## config.mk

```make
export PLATFORM = sky130hd
export DESIGN_NAME = regfile_wb_arbiter
export DESIGN_NICKNAME = d
export VERILOG_FILES = /design/src/rtl/rv_pkg.sv /design/src/rtl/wb_fifo.sv /design/src/rtl/regfile_wb_arbiter.sv
export SDC_FILE = /design/constraint.sdc
export NUM_CORES = 1
export LEC_CHECK = 0
export ABC_AREA = 1
export CORE_MARGIN = 10
export CORE_UTILIZATION = 32
export DETAILED_ROUTE_END_ITERATION = 8
export HOLD_SLACK_MARGIN = 0.03
export SLEW_MARGIN = 5
export SYNTH_ARGS = -nofsm -noshare
export SYNTH_HDL_FRONTEND = slang
export SYNTH_SLANG_ARGS = --single-unit
```

## constraint.sdc

```tcl
create_clock -name clk -period 2.6 [get_ports clk]
set_clock_uncertainty 0.2 [all_clocks]
set_input_delay 0.52 -clock clk [delete_from_list [all_inputs] [get_ports clk]]
set_output_delay 0.52 -clock clk [all_outputs]
set_load 0.01 [all_outputs]
```

## src/rtl/rv_pkg.sv

```systemverilog
`default_nettype none
// ============================================================================
// Module      : rv_pkg
// Description : Shared register-file parameters and the writeback request
//               record carried from the aux requester to the register file.
// Revision    : 1.0 - initial release
// ============================================================================
package rv_pkg;

    localparam int XLEN       = 32;
    localparam int REG_ADDR_W = 5;
    localparam int NUM_REGS   = 32;

    // One register-file write: destination plus data.
    typedef struct packed {
        logic [REG_ADDR_W-1:0] rd;
        logic [XLEN-1:0]       data;
    } wb_req_t;

endpackage : rv_pkg
`default_nettype wire

```

## src/rtl/wb_fifo.sv

```systemverilog
`default_nettype none
// ============================================================================
// Module      : wb_fifo
// Description : Synchronous FIFO of wb_req_t used to buffer late aux
//               writebacks. Every storage slot and its valid bit are
//               visible so the parent can build a pending-destination mask.
// Ports       : clk, rst          - clock, synchronous active-high reset
//               push_i/push_data_i - enqueue (ignored while full)
//               pop_i              - dequeue head (ignored while empty)
//               head_o             - oldest entry
//               full_o/empty_o     - occupancy flags
//               count_o            - current occupancy
//               entries_o/valid_o  - raw storage and per-slot valid bits
// Revision    : 1.0 - initial release
// ============================================================================
module wb_fifo
    import rv_pkg::*;
#(
    parameter int DEPTH = 2
) (
    input  logic                          clk,
    input  logic                          rst,
    input  logic                          push_i,
    input  wb_req_t                       push_data_i,
    input  logic                          pop_i,
    output wb_req_t                       head_o,
    output logic                          full_o,
    output logic                          empty_o,
    output logic [$clog2(DEPTH):0]        count_o,
    output wb_req_t [DEPTH-1:0]           entries_o,
    output logic    [DEPTH-1:0]           valid_o
);

    localparam int PTR_W = $clog2(DEPTH);

    wb_req_t [DEPTH-1:0]    mem_q;
    logic    [DEPTH-1:0]    valid_q;
    logic    [PTR_W-1:0]    wr_ptr_q;
    logic    [PTR_W-1:0]    rd_ptr_q;
    logic    [PTR_W:0]      count_q;
    logic    [PTR_W:0]      count_d;

    logic                   w_full;
    logic                   w_empty;
    logic                   w_push;
    logic                   w_pop;

    assign w_full  = (count_q == (PTR_W+1)'(DEPTH));
    assign w_empty = (count_q == '0);
    // Fullness is judged before any same-cycle pop, so a full FIFO never
    // accepts a push even while it is draining.
    assign w_push  = push_i & ~w_full;
    assign w_pop   = pop_i & ~w_empty;

    always_comb begin
        count_d = count_q;
        case ({w_push, w_pop})
            2'b10:   count_d = count_q + 1'b1;
            2'b01:   count_d = count_q - 1'b1;
            default: count_d = count_q;
        endcase
    end

    // Pointers wrap naturally because DEPTH is a power of two. When a push
    // and a pop coincide the FIFO is neither full nor empty, so the two
    // pointers address different slots.
    always_ff @(posedge clk) begin
        if (rst) begin
            wr_ptr_q <= '0;
            rd_ptr_q <= '0;
            count_q  <= '0;
            valid_q  <= '0;
        end else begin
            if (w_pop) begin
                valid_q[rd_ptr_q] <= 1'b0;
                rd_ptr_q          <= rd_ptr_q + 1'b1;
            end
            if (w_push) begin
                valid_q[wr_ptr_q] <= 1'b1;
                wr_ptr_q          <= wr_ptr_q + 1'b1;
            end
            count_q <= count_d;
        end
    end

    // Data storage needs no reset; the valid bits qualify it.
    always_ff @(posedge clk) begin
        if (w_push) begin
            mem_q[wr_ptr_q] <= push_data_i;
        end
    end

    assign head_o    = mem_q[rd_ptr_q];
    assign full_o    = w_full;
    assign empty_o   = w_empty;
    assign count_o   = count_q;
    assign entries_o = mem_q;
    assign valid_o   = valid_q;

endmodule : wb_fifo
`default_nettype wire

```

## src/rtl/regfile_wb_arbiter.sv

```systemverilog
`default_nettype none
// ============================================================================
// Module      : regfile_wb_arbiter
// Description : Shares the single register-file write port between the
//               core's single-cycle writeback and a buffered auxiliary
//               requester. The core normally wins; a starvation counter
//               forces an aux drain (stalling the core one cycle) after the
//               FIFO has lost STARVE_LIMIT consecutive arbitrations.
// Ports       : clk, rst                        - clock, sync active-high reset
//               core_wr_valid/core_rd/core_data - core writeback request
//               core_stall                      - core write not performed
//               aux_valid/aux_rd/aux_data       - aux result offer
//               aux_ready                       - FIFO can accept
//               ru_wr/ru_rd/ru_data             - register-file write port
//               pend_mask                       - rd targets held in FIFO
//               fifo_count                      - FIFO occupancy
// Revision    : 1.0 - initial release
// ============================================================================
module regfile_wb_arbiter
    import rv_pkg::*;
#(
    parameter int STARVE_LIMIT = 4,
    parameter int FIFO_DEPTH   = 2
) (
    input  logic                          clk,
    input  logic                          rst,
    input  logic                          core_wr_valid,
    input  logic [REG_ADDR_W-1:0]         core_rd,
    input  logic [XLEN-1:0]               core_data,
    output logic                          core_stall,
    input  logic                          aux_valid,
    input  logic [REG_ADDR_W-1:0]         aux_rd,
    input  logic [XLEN-1:0]               aux_data,
    output logic                          aux_ready,
    output logic                          ru_wr,
    output logic [REG_ADDR_W-1:0]         ru_rd,
    output logic [XLEN-1:0]               ru_data,
    output logic [NUM_REGS-1:0]           pend_mask,
    output logic [$clog2(FIFO_DEPTH):0]   fifo_count
);

    localparam int              STARVE_W   = 4;
    localparam logic [STARVE_W-1:0] C_STARVE_MAX = STARVE_W'(STARVE_LIMIT);

    wb_req_t                        w_push_data;
    wb_req_t                        w_head;
    wb_req_t [FIFO_DEPTH-1:0]       w_entries;
    logic    [FIFO_DEPTH-1:0]       w_valid;
    logic                           w_full;
    logic                           w_empty;
    logic    [$clog2(FIFO_DEPTH):0] w_count;

    logic                           w_core_eff;
    logic                           w_starved;
    logic                           w_grant_core;
    logic                           w_grant_aux;
    logic                           w_push;
    logic    [NUM_REGS-1:0]         w_pend;

    logic    [STARVE_W-1:0]         starve_q;
    logic    [STARVE_W-1:0]         starve_d;

    // ------------------------------------------------------------------
    // Aux buffer
    // ------------------------------------------------------------------
    // aux_ready depends only on registered occupancy (and reset). Writes to
    // x0 complete the handshake but are dropped rather than stored.
    assign aux_ready   = ~rst & ~w_full;
    assign w_push      = aux_valid & aux_ready & (aux_rd != '0);
    assign w_push_data = '{rd: aux_rd, data: aux_data};

    wb_fifo #(
        .DEPTH       (FIFO_DEPTH)
    ) u_fifo (
        .clk         (clk),
        .rst         (rst),
        .push_i      (w_push),
        .push_data_i (w_push_data),
        .pop_i       (w_grant_aux),
        .head_o      (w_head),
        .full_o      (w_full),
        .empty_o     (w_empty),
        .count_o     (w_count),
        .entries_o   (w_entries),
        .valid_o     (w_valid)
    );

    // ------------------------------------------------------------------
    // Grant
    // ------------------------------------------------------------------
    // A core write to x0 is a no-op for the register file, so it neither
    // occupies the port nor can be stalled.
    assign w_core_eff   = core_wr_valid & (core_rd != '0);
    assign w_starved    = (starve_q == C_STARVE_MAX);
    assign w_grant_core = ~rst & w_core_eff & (w_empty | ~w_starved);
    assign w_grant_aux  = ~rst & ~w_empty & (~w_core_eff | w_starved);
    assign core_stall   = ~rst & w_core_eff & ~w_empty & w_starved;

    always_comb begin
        ru_wr   = 1'b0;
        ru_rd   = '0;
        ru_data = '0;
        if (w_grant_aux) begin
            ru_wr   = 1'b1;
            ru_rd   = w_head.rd;
            ru_data = w_head.data;
        end else if (w_grant_core) begin
            ru_wr   = 1'b1;
            ru_rd   = core_rd;
            ru_data = core_data;
        end
    end

    // ------------------------------------------------------------------
    // Starvation counter: counts consecutive losses of a non-empty FIFO.
    // ------------------------------------------------------------------
    always_comb begin
        starve_d = starve_q;
        if (w_empty || w_grant_aux) begin
            starve_d = '0;
        end else if (w_grant_core && !w_starved) begin
            starve_d = starve_q + 1'b1;
        end
    end

    always_ff @(posedge clk) begin
        if (rst) begin
            starve_q <= '0;
        end else begin
            starve_q <= starve_d;
        end
    end

    // ------------------------------------------------------------------
    // Pending-destination mask; duplicate targets simply OR together.
    // ------------------------------------------------------------------
    always_comb begin
        w_pend = '0;
        for (int i = 0; i < FIFO_DEPTH; i++) begin
            if (w_valid[i]) begin
                w_pend[w_entries[i].rd] = 1'b1;
            end
        end
    end

    // The FIFO state is only cleared at the end of the reset cycle, so the
    // visible status is forced to zero while reset is held.
    assign pend_mask  = rst ? '0 : w_pend;
    assign fifo_count = rst ? '0 : w_count;

endmodule : regfile_wb_arbiter
`default_nettype wire

```

==> results.cfg <==
[layout]
area_growth_pct = 54.7
insertedDiodeCount = 0
drive_above_1_share_pct = 26.0
fin_cells = 887
nNetsFinal = 784

[grt]
antenna_found_initial = 0
grt_first_pass_wirelength_mm = 21.6
grt-ovfl-total = 0
grt_max_degree = 41
grt_pass1_vias = 4219
grt_usage_pct = 13.4

[placement]
gp_congestion = 0.877
dp_slack_ns = -0.615
portBuffers = 151
dp_cells = 843
dp.final_hpwl_mm = 9.87

[worst_setup_path]
critPathMaxFanout = 6
critPathRequiredTime_ns = 1.88
critPathKind = flip-flop to output port
critPathCaptureType = output port
cp_data_arrival_time_ns = 2.13
cp-start-kind = flip-flop

[floorplan]
die_h_um = 140
core_area_mm2 = 0.0140
io_pins = 152
fp-row-count = 43
die_w_um = 140
dieArea_mm2 = 0.0197
start_util_pct = 32.9

[pwr]
p_int_uw = 2670
switching_power_uw = 867
vdd_drop_max_v = 0.000282
switching_share_pct = 24.5
combPwrFrac_pct = 18.6
power_density_mw_per_mm2 = 494
p_total_uw = 3540
pwr-share-seq_pct = 44.0
power_leakage_uw = 0.00333
clkPwrFrac_pct = 37.4

[routing]
dr.pass1.iters = 5
met2_length_mm = 6.81
drtIter0Drc = 250
num_vias = 4167
route.met3.wl_mm = 1.14
vias_per_cell = 4.70
drt-total-wl_mm = 14.0
wl_per_cell_um = 15.8
drtAntennaViolNets = 0
drc = 0
highest_layer = met4
met1_length_mm = 5.79

[timing]
max_slew_margin_pct = 76.5
worstMarginPinSlew_ns = 0.352
timing.final.hold_violations = 0
fin_ws_ns = -0.251
grt_setup_unrepaired = true
period_share_pct = 110
maxSlewViolCount = 0
setup_viol = 18
period_minus_slack_ns = 2.85
max_freq_ghz = 0.351

[clock_network]
clock_sinks = 84
cts_buffer_depth = 2
cts_buffers = 9
path_clk_slew_ns = 0.06
root_buffer = clkbuf_16
ctsHtreeMaxLevel = 3
clock_latency_ns = 0.33
cts_tree = yes
holdBufCountCts = 0

[synth]
synth_flop_cell = edfxtp_1
syn_area_mm2 = 0.00462
yosys-top-cells-count = nand2_1 (149), edfxtp_1 (74), inv_1 (64)
yosys.area.top_type_share_pct = 48.1
syn_avg_cell_area_um2 = 9.07
synth_edf_count = 74
synth_seq_cells = 84
synthArstFlopShare_pct = 0
synth_area_leaders = edfxtp_1 (48%), nand2_1 (12%), inv_1 (5.2%)
netlist_instances = 510
yosysMostFrequentCell = nand2_1
yosys.area.top_type = edfxtp_1
ys.warnings.count = 0
synth_cell_types = 32
synth-seq-area-share_pct = 52.4
syn-num-nets = 591

[flow_run]
drv_cap = 0

[run_status]
outcome = finished with violations
violations = setup timing

[hold_path]
hold_class = input port to flip-flop
## critical path, cell delays in order (launching register included)
cell and delay [ns]:
edfxtp_1 0.50, inv_1 0.24, nor3_4 0.29, a21oi_1 0.11
nor2_1 0.11, clkdlybuf4s50_1 0.55
## final timing paths
check                       start                 to  slack (ns)  cells past startpoint
max          u_fifo.entries_o[73]      pend_mask[20]       -0.25                      5
min                           rst    u_fifo.rd_ptr_q        0.27                      2
max reg2reg           starve_q[1]  u_fifo.count_o[1]        0.48                     12
min reg2reg           starve_q[3]        starve_q[3]        0.29                      2
## through the flow
step	utilization (%)	area, um^2	setup TNS, ns	hold slack [ns]
floorplan	-	4620	0	0.230
CTS	49.6	6960	-6.31	0.292
finish	50.9	7150	-3.69	0.265
global route	50.9	7150	-6.19	0.267
detailed placement	46.2	6480	-47.16	0.283
global placement	46.2	6480	-41.10	0.267
## area by class of cell
class	instances	area (um^2)
Clock buffer	9	225
Clock inverter	6	80.1
Fill cell	1263	6890
Inverter	66	255
Multi-Input combinational cell	339	1950
Sequential cell	84	2430
Tap cell	180	225
Timing Repair Buffer	203	1990
## power by group through the flow
| stage | clock [uW] | sequential [uW] | combinational [uW] |
|---|---|---|---|
| after detailed placement | 0 | 1580 | 630 |
| after floorplan | 0 | 1580 | 307 |
| after global routing | 1400 | 1560 | 720 |
| after global placement | 0 | 1580 | 620 |
| final | 1320 | 1560 | 657 |
| after CTS | 1350 | 1550 | 654 |
## sequential cells by signal, summed over array words and instances, names as in the netlist
| name | cells |
|---|---|
| starve_q | 4 |
| u_fifo.count_o | 2 |
| u_fifo.entries_o | 74 |
| u_fifo.rd_ptr_q | 1 |
| u_fifo.valid_o | 2 |
| u_fifo.wr_ptr_q | 1 |
## kinds of logic after synthesis
family                   count (synthesis)  synth area share (%)
AO/OA/AOI/OAI                           85                  11.8
buffers and inverters                   87                  8.90
XOR/XNOR                                 3                 0.568
flip-flops                              84                  52.4
adder cells (fa/ha/maj)                  3                 0.812
AND/OR/NAND/NOR                        248                  25.5
## layer usage
layer	GRT usage, %	vias up
met4	4.08	0
li1	-	2065
met3	4.56	21
met2	22.8	165
met1	15.5	1916
met5	0	-
## cells in the final DEF (no fill, tap or decap), drive strengths merged, types with 11 or more instances in the layout
cell,n
a22oi,14
dlymetal6s2s,14
edfxtp,74
buf,93
o21ai,43
nor2,45
nor3,12
nand2,170
clkdlybuf4s50,91
nand3,17
inv,63
clkbuf,11
a21oi,26
## what timing repair did
item,in CTS,in global routing
buffers inserted,17,9
cloned,4,1
setup endpoints to repair,74,65
hold endpoints to repair,0,0
gates resized for setup,212,44
pin swaps,6,3
(Power assumes the default switching activity.)
